==> src/rtl/acorn_ad_stream.sv <==
// acorn_ad_stream -- ACORN-128 associated-data absorber.
//
// Streams an arbitrary-length AD bit string (length a multiple of UNROLL)
// through a valid/ready word port, applying UNROLL StateUpdate128 steps per
// cycle. It then appends the 256-bit padding phase: bit 1 followed by 255
// zeros, with ca=1 for pad bits 0..127 and cb=1 throughout.
//
// Ports:
//   clk, rst        clock, synchronous active-high reset
//   start           one-cycle pulse; loads state_in / ad_len (ignored while busy)
//   state_in        293-bit state from key/IV initialisation
//   ad_len          AD length in bits
//   ad_valid/ready  AD word handshake; ad_data bit 0 is absorbed first
//   busy            high while absorbing AD or padding
//   done            one-cycle pulse; state_out is final
//   state_out       working state register
//
// Optional build macro ACORN_AD_MSB_FIRST_EN: absorb each AD word starting at
// ad_data[W-1]. For a partial last word the top rem bits are used.
module acorn_ad_stream #(
  parameter int W      = 32,
  parameter int UNROLL = 1,
  parameter int LEN_W  = 16
) (
  input  logic             clk,
  input  logic             rst,
  input  logic             start,
  input  logic [292:0]     state_in,
  input  logic [LEN_W-1:0] ad_len,
  input  logic             ad_valid,
  input  logic [W-1:0]     ad_data,
  output logic             ad_ready,
  output logic             busy,
  output logic             done,
  output logic [292:0]     state_out
);
  localparam int CW = $clog2(W + 1);

  typedef enum logic [1:0] {S_IDLE, S_AD, S_PAD} fsm_e;

  fsm_e             fsm_q, fsm_d;
  logic [292:0]     st_q, st_d;
  logic [LEN_W-1:0] rem_q, rem_d;
  logic [W-1:0]     buf_q, buf_d;
  logic [CW-1:0]    cnt_q, cnt_d;   // unconsumed bits left in buf_q
  logic [8:0]       pad_q, pad_d;
  logic             busy_q, busy_d, done_q, done_d;
  logic [292:0]     s;
  logic             have_bits, last_chunk;

  function automatic logic maj(input logic x, input logic y, input logic z);
    return (x & y) ^ (x & z) ^ (y & z);
  endfunction

  function automatic logic ch(input logic x, input logic y, input logic z);
    return (x & y) ^ (~x & z);
  endfunction

  // One StateUpdate128 step. The LFSR feedbacks run top-down so each uses
  // the not-yet-updated lower taps.
  function automatic logic [292:0] upd(input logic [292:0] si, input logic m,
                                       input logic ca, input logic cb);
    logic [292:0] t;
    logic         ks, f;
    t = si;
    t[289] = t[289] ^ t[235] ^ t[230];
    t[230] = t[230] ^ t[196] ^ t[193];
    t[193] = t[193] ^ t[160] ^ t[154];
    t[154] = t[154] ^ t[111] ^ t[107];
    t[107] = t[107] ^ t[66]  ^ t[61];
    t[61]  = t[61]  ^ t[23]  ^ t[0];
    ks = t[12] ^ t[154] ^ maj(t[235], t[61], t[193]) ^ ch(t[230], t[111], t[66]);
    f  = t[0] ^ ~t[107] ^ maj(t[244], t[23], t[160]) ^ (ca & t[196]) ^ (cb & ks);
    return {f ^ m, t[292:1]};
  endfunction

  assign have_bits  = (cnt_q != '0);
  assign last_chunk = (cnt_q == CW'(UNROLL));
  // Refill as the last chunk drains, but only if more AD remains than is
  // already buffered; garbage above a partial last word is never requested.
  assign ad_ready   = (fsm_q == S_AD) && (!have_bits || last_chunk) &&
                      (32'(rem_q) > 32'(cnt_q));

  always_comb begin
    fsm_d  = fsm_q;
    st_d   = st_q;
    rem_d  = rem_q;
    buf_d  = buf_q;
    cnt_d  = cnt_q;
    pad_d  = pad_q;
    busy_d = busy_q;
    done_d = 1'b0;
    s      = st_q;
    case (fsm_q)
      S_IDLE: begin
        if (start) begin
          st_d   = state_in;
          rem_d  = ad_len;
          busy_d = 1'b1;
          cnt_d  = '0;
          pad_d  = '0;
          fsm_d  = (ad_len != '0) ? S_AD : S_PAD;
        end
      end
      S_AD: begin
        if (have_bits) begin
          for (int i = 0; i < UNROLL; i++) begin
`ifdef ACORN_AD_MSB_FIRST_EN
            s = upd(s, buf_q[W-1-i], 1'b1, 1'b1);
`else
            s = upd(s, buf_q[i], 1'b1, 1'b1);
`endif
          end
          st_d  = s;
`ifdef ACORN_AD_MSB_FIRST_EN
          buf_d = buf_q << UNROLL;
`else
          buf_d = buf_q >> UNROLL;
`endif
          cnt_d = cnt_q - CW'(UNROLL);
          rem_d = rem_q - LEN_W'(UNROLL);
          if (rem_d == '0) begin
            fsm_d = S_PAD;
            pad_d = '0;
            cnt_d = '0;   // drop any unused bits of a partial last word
          end
        end
        if (ad_valid && ad_ready) begin
          buf_d = ad_data;
          cnt_d = CW'(W);
        end
      end
      S_PAD: begin
        for (int i = 0; i < UNROLL; i++)
          s = upd(s, (pad_q == 9'd0) && (i == 0), (32'(pad_q) + i) < 128, 1'b1);
        st_d  = s;
        pad_d = pad_q + 9'(UNROLL);
        if (pad_d == 9'd256) begin
          fsm_d  = S_IDLE;
          busy_d = 1'b0;
          done_d = 1'b1;
        end
      end
      default: fsm_d = S_IDLE;
    endcase
  end

  always_ff @(posedge clk) begin
    if (rst) begin
      fsm_q  <= S_IDLE;
      st_q   <= '0;
      rem_q  <= '0;
      buf_q  <= '0;
      cnt_q  <= '0;
      pad_q  <= '0;
      busy_q <= 1'b0;
      done_q <= 1'b0;
    end else begin
      fsm_q  <= fsm_d;
      st_q   <= st_d;
      rem_q  <= rem_d;
      buf_q  <= buf_d;
      cnt_q  <= cnt_d;
      pad_q  <= pad_d;
      busy_q <= busy_d;
      done_q <= done_d;
    end
  end

  assign busy      = busy_q;
  assign done      = done_q;
  assign state_out = st_q;
endmodule

==> config.mk <==
export PLATFORM = sky130hd
export DESIGN_NAME = acorn_ad_stream
export DESIGN_NICKNAME = d
export VERILOG_FILES = /design/src/rtl/acorn_ad_stream.sv
export SDC_FILE = /design/constraint.sdc
export NUM_CORES = 1
export LEC_CHECK = 0
export BUFFER_PORTS_ARGS = -buffer_cell sky130_fd_sc_hd__buf_2
export CORE_AREA = 2 2 249 251
export DETAILED_ROUTE_END_ITERATION = 6
export DIE_AREA = 0 0 251 253
export HOLD_SLACK_MARGIN = 0.12
export SLEW_MARGIN = 20
export SYNTH_ARGS = -nofsm -noshare
export SYNTH_HDL_FRONTEND = slang
export SYNTH_SLANG_ARGS = --single-unit
==> constraint.sdc <==
create_clock -name clk -period 3.5 [get_ports clk]
set_input_delay 0.35 -clock clk [delete_from_list [all_inputs] [get_ports clk]]
set_output_delay 0.35 -clock clk [all_outputs]
set_load 0.1 [all_outputs]
Yosys cells after proc, flatten, opt, wreduce, memory -nomap -nowiden
Index checks and enable logic that the tools add are counted.
{ "op_classes": {"addsub": 3, "n_lt_le_gt_ge": 2, "n_eq_ne": 9, "n_mux": 27, "bitwise": 40, "n_reduce_logical": 22} }
{ "ops": {"columns": ["cell", "count"], "rows": [
  ["case mux 293 bit (3 select lines)", 1],
  ["2-to-1 mux 293 bit", 2],
  ["2-to-1 mux 32 bit", 2],
  ["2-to-1 mux 16 bit", 2],
  ["case mux 16 bit (2 select lines)", 1],
  ["bitwise XOR 1 bit", 28],
  ["2-to-1 mux 9 bit", 3],
  ["case mux 9 bit (3 select lines)", 1],
  ["2-to-1 mux 6 bit", 4],
  ["greater-than comparator 16 x 6 -> 1 bit", 1],
  ["zero test 16 bit", 1],
  ["nonzero test 16 bit", 1],
  ["subtractor 16 x 1 -> 16 bit (second input constant)", 1],
  ["case mux 6 bit (2 select lines)", 1],
  ["AND reduction 3 bit", 4],
  ["2-to-1 mux 2 bit", 5],
  ["adder 9 x 1 -> 9 bit (second input constant)", 1],
  ["bitwise AND 1 bit", 9],
  ["== test 9 bit (second input constant)", 1],
  ["zero test 9 bit", 1],
  ["< comparator 9 x 8 -> 1 bit (second input constant)", 1],
  ["AND reduction 4 bit", 2],
  ["== test 6 x 1 -> 1 bit (second input constant)", 1],
  ["inequality test 2 bit (second input constant)", 3],
  ["18 further kinds", 26]
]} }
{ "totals": {"regBits": 360, "inputBits": 345, "out_inout_bits": 296} }

Longest topological paths before layout
{ "depth": {"word_depth": 11, "depth_mapped": 11} }

Least setup slack after synthesis
No wires, ideal clock.
{ "synth_timing": {"path_kind": "reg2reg", "start": "reg rem_q[0]", "end": "reg cnt_q[1]", "setup_ns": 0.125, "t_arrival_ns": 3.444, "t_required_ns": 3.375, "setup_slack_ns": -0.069, "path_stages_with_launch": 11, "path_buffers": 1, "synth_period_minus_slack_ns": 3.569, "cell_sequence": "dfxtp_1 -> clkbuf_1 -> inv_1 -> ha_1 -> and3_1 -> nand4_1 -> o221ai_1 -> a21oi_1 -> a21oi_1 -> nand3_1 -> o22ai_1"} }
{ "synth_between": {"elab_cells_between_ends": 11} }
{ "synth_lines": {"columns": ["element", "line", "rtl"], "rows": [
  ["start: declaration", "43", "logic [LEN_W-1:0] rem_q, rem_d;"],
  ["start signal: assignment", "161", "rem_q <= rem_d;"],
  ["greater-than comparator 16 x 6 -> 1 bit (*)", "82", "(32'(rem_q) > 32'(cnt_q));"],
  ["logical AND 1 bit (*)", "81", "assign ad_ready = (fsm_q == S_AD) && (!have_bits || last_chunk) &&"],
  ["via ad_ready", "32", "output logic ad_ready,"],
  ["logical AND 1 bit (*)", "128", "if (ad_valid && ad_ready) begin"],
  ["inequality test 3 x 2 -> 1 bit (no source line) or 2-to-1 mux 6 bit (tied branches)", null, null],
  ["AND reduction 3 bit (no source line) or case mux 6 bit (2 select lines) (tied branches)", null, null],
  ["end signal: assignment", "163", "cnt_q <= cnt_d;"],
  ["end: declaration", "45", "logic [CW-1:0] cnt_q, cnt_d;"]
]} }
The timed path passes the listed nets; every way through them passes the cells marked *. The select of a mux whose other input is x is not followed.
A chain may end at the register's enable or synchronous reset.

Worst setup path in the final report
{ "layout_timing": {"start": "reg rem_q[0]", "end": "out ad_ready"} }
{ "layout_between": {"elab_chain_cells": 2} }
{ "layout_rtl": {"columns": ["element", "line"], "rows": [
  ["greater-than comparator 16 x 6 -> 1 bit", "82"],
  ["logical AND 1 bit", "81"],
  ["end: declaration", "32"]
]} }
No other way between the ends.

==> impl_metrics.ini <==
[min_path]
min-delay-start = state_in[289]
hold_path_end = state_out[289]
worstHoldPathType = primary input to flop
hold_depth = 3

[setup_path]
r2r_end = pad_q[8]
critical_path.startpoint_type = flop
crit_chain = inv_1 > ha_1 > and3_1 > nand4_1 > o221ai_1 > a21oi_2 > buf_2
endpoint_kind = output pin
cp_data_required_time_ns = 3.15
crit_family = buffers and inverters
r2r-start = rem_q[0]
cp_num_cells = 7
cp_data_arrival_time_ns = 2.68
critPathMaxFanout = 10
cp_slowest_cell = dfxtp_1
cp_num_buf_inv = 2
critPathMaxStageDelay_ns = 0.49
r2r_slack_ns = 0.54
path_class = flop to output pin
reg2reg_depth = 9

[yosys]
asyncSetResetFlopFracSynth = 0
synth.distinct_cells = 69
yosysSeqAreaShare = 0.454
synth_ff_type = dfxtp_1
yosys_warnings = 0
mappedNetlistNets = 2247
synth_edf_count = 0
syn_avg_cell_area_um2 = 8.41
ys_ff_latch = 360
synth_area_mm2 = 0.0159
netlist_instances = 1886

[sta]
clock_skew_ns = 0.0165
slew_violations = 0
hold_viol = 0
maxSlewHeadroom = 0.354
max_freq_mhz = 330
worst_pin_slew_ns = 0.968
post-route-period-util = 0.867
setup_violations = 0
tns_ns = 0
min_period_ns = 3.03
rsz0062_at_grt = no

[grt]
grt_pass1_wl_mm = 99.9
overflow = 0
grt_pass1_vias = 17600
grt_max_degree = 148
antenna_found_initial = 2
track_usage = 0.193

[routing]
vias = 18400
routed_wl_mm = 65.6
dr.pass1.iters = 5
wire_per_inst_um = 18.5
viasPerCell = 5.21
drtAntennaViolNets = 0
drc = 0
drt_iter0_markers = 1411

[final_layout]
layout_common_cells = 639 x buf_2, 360 x dfxtp_1, 353 x nor2_1, 306 x dlygate4sd3_1, 305 x nor3_1
areaGrowthSynthToFinish_pct = 53.4
n_antenna_cell = 0
final_common_cell = buf_2
final_nets = 3079
drive_gt1_frac = 0.282

[clock_tree]
path_clk_slew_ns = 0.06
cts_buffers = 43
htreeDepth = 2
post_cts_resize_count = 0
ctsLongestPathBuffers = 3
cts_tree = done
cts-root-buf = clkbuf_16
clk-insertion-delay-late_ns = 0.56
numClockSinks = 360

[placement]
portBuffers = 640
hpwl_mm = 43.3
place_congestion = 0.840

[die]
die_w_um = 251
core-area_mm2 = 0.0610
start_util = 0.260
io_pins = 641
rows = 91
dieArea_mm2 = 0.0635
die_h_um = 253

[outcome]
status = completed

[flow_run]
drv_cap = 0
-- cell type report --
class,instances,area (um2)
Timing Repair Buffer,984,6720
Inverter,30,120
Clock inverter,16,213
Sequential cell,360,7210
Multi-Input combinational cell,1299,7840
Tap cell,790,988
Fill cell,6063,36700
Clock buffer,60,1250
-- synthesized netlist by cell type (4+ instances only) --
| cell | instances | share of area |
|---|---|---|
| clkbuf_1 | 183 | 0.043 |
| a22oi_1 | 5 | 0.0024 |
| nand2_1 | 92 | 0.022 |
| and3_1 | 7 | 0.0028 |
| nor4_1 | 7 | 0.0028 |
| or3_1 | 6 | 0.0024 |
| inv_1 | 28 | 0.0066 |
| nor4b_1 | 5 | 0.0028 |
| mux2i_1 | 6 | 0.0038 |
| a21oi_1 | 31 | 0.0098 |
| a211o_1 | 4 | 0.0022 |
| o31ai_1 | 6 | 0.0028 |
| o22ai_1 | 5 | 0.0020 |
| a211oi_1 | 5 | 0.0024 |
| nand3_1 | 14 | 0.0044 |
| a221oi_1 | 292 | 0.16 |
| ha_1 | 16 | 0.013 |
| nor3_1 | 305 | 0.096 |
| buf_1 | 9 | 0.0021 |
| xnor2_1 | 19 | 0.010 |
| dfxtp_1 | 360 | 0.45 |
| nor2_1 | 354 | 0.084 |
| o21ai_0 | 16 | 0.0050 |
| o211ai_1 | 4 | 0.0019 |
| nand4_1 | 7 | 0.0028 |
| a311oi_1 | 31 | 0.017 |
-- repair_timing --
action / CTS / global route
setup buffers: 0 / 0
hold endpoints to repair: 305 / 0
hold buffers: 306 / 0
-- tightest hold or removal path: cells and delay by family --
kind | cells | cell delay [ns]
simple gates | 1 | 0.12
buf+inv | 1 | 0.08
compound gates | 1 | 0.11
-- stage by stage --
| stage | instance area, um2 | setup WS (ns) | utilization | hold WS, ns | cells |
|---|---|---|---|---|---|
| 6_report | 24300 | 0.465 | 0.399 | 0.157 | 3539 |
| 5_1_grt | 24300 | 0.242 | 0.399 | 0.145 | 3539 |
| 4_1_cts | 24300 | 0.452 | 0.399 | 0.121 | 3539 |
| 3_5_place_dp | 19800 | 0.559 | 0.325 | 0.470 | 3157 |
| 3_3_place_gp | 19800 | 0.627 | 0.325 | 0.462 | 3157 |
| 2_1_floorplan | 15900 | 0.583 | - | 0.448 | 1886 |
-- logic make-up (layout without fill, tap and decap cells) --
group / after synthesis / count (layout) / synth area share
muxes: 8 / 8 / 0.00520
AOI/OAI and AO/OA: 436 / 436 / 0.230
buffers and inverters: 227 / 1090 / 0.0545
and+or+nand+nor: 816 / 816 / 0.231
xor gates and xnor gates: 21 / 21 / 0.0116
DFF: 360 / 360 / 0.454
adders and majority gates: 18 / 18 / 0.0139
-- layer usage --
metal  routed length [um]  part of all wire  global-route usage
met5                   11           0.00017                   0
met4                 1950             0.030              0.0628
met3                 4200             0.064              0.0400
met2                31500              0.48               0.320
met1                28000              0.43               0.249
-- worst max path at each step --
stage	startpoint	end
final	rem_q[0]	ad_ready
after CTS	rem_q[0]	ad_ready
after detailed placement	rem_q[0]	pad_q[7]
after global routing	rem_q[0]	pad_q[8]
after global placement	rem_q[0]	pad_q[6]
after floorplan	rem_q[0]	cnt_q[1]
-- registers in the layout, summed over array words and instances, names as in the netlist --
register,cells
state_out,293
buf_q,32
rem_q,16
pad_q,9
cnt_q,6
fsm_q,2
busy,1
done,1
Power is not shown: default switching activity piles up to over one toggle a cycle in this logic, so the estimate is an artifact.
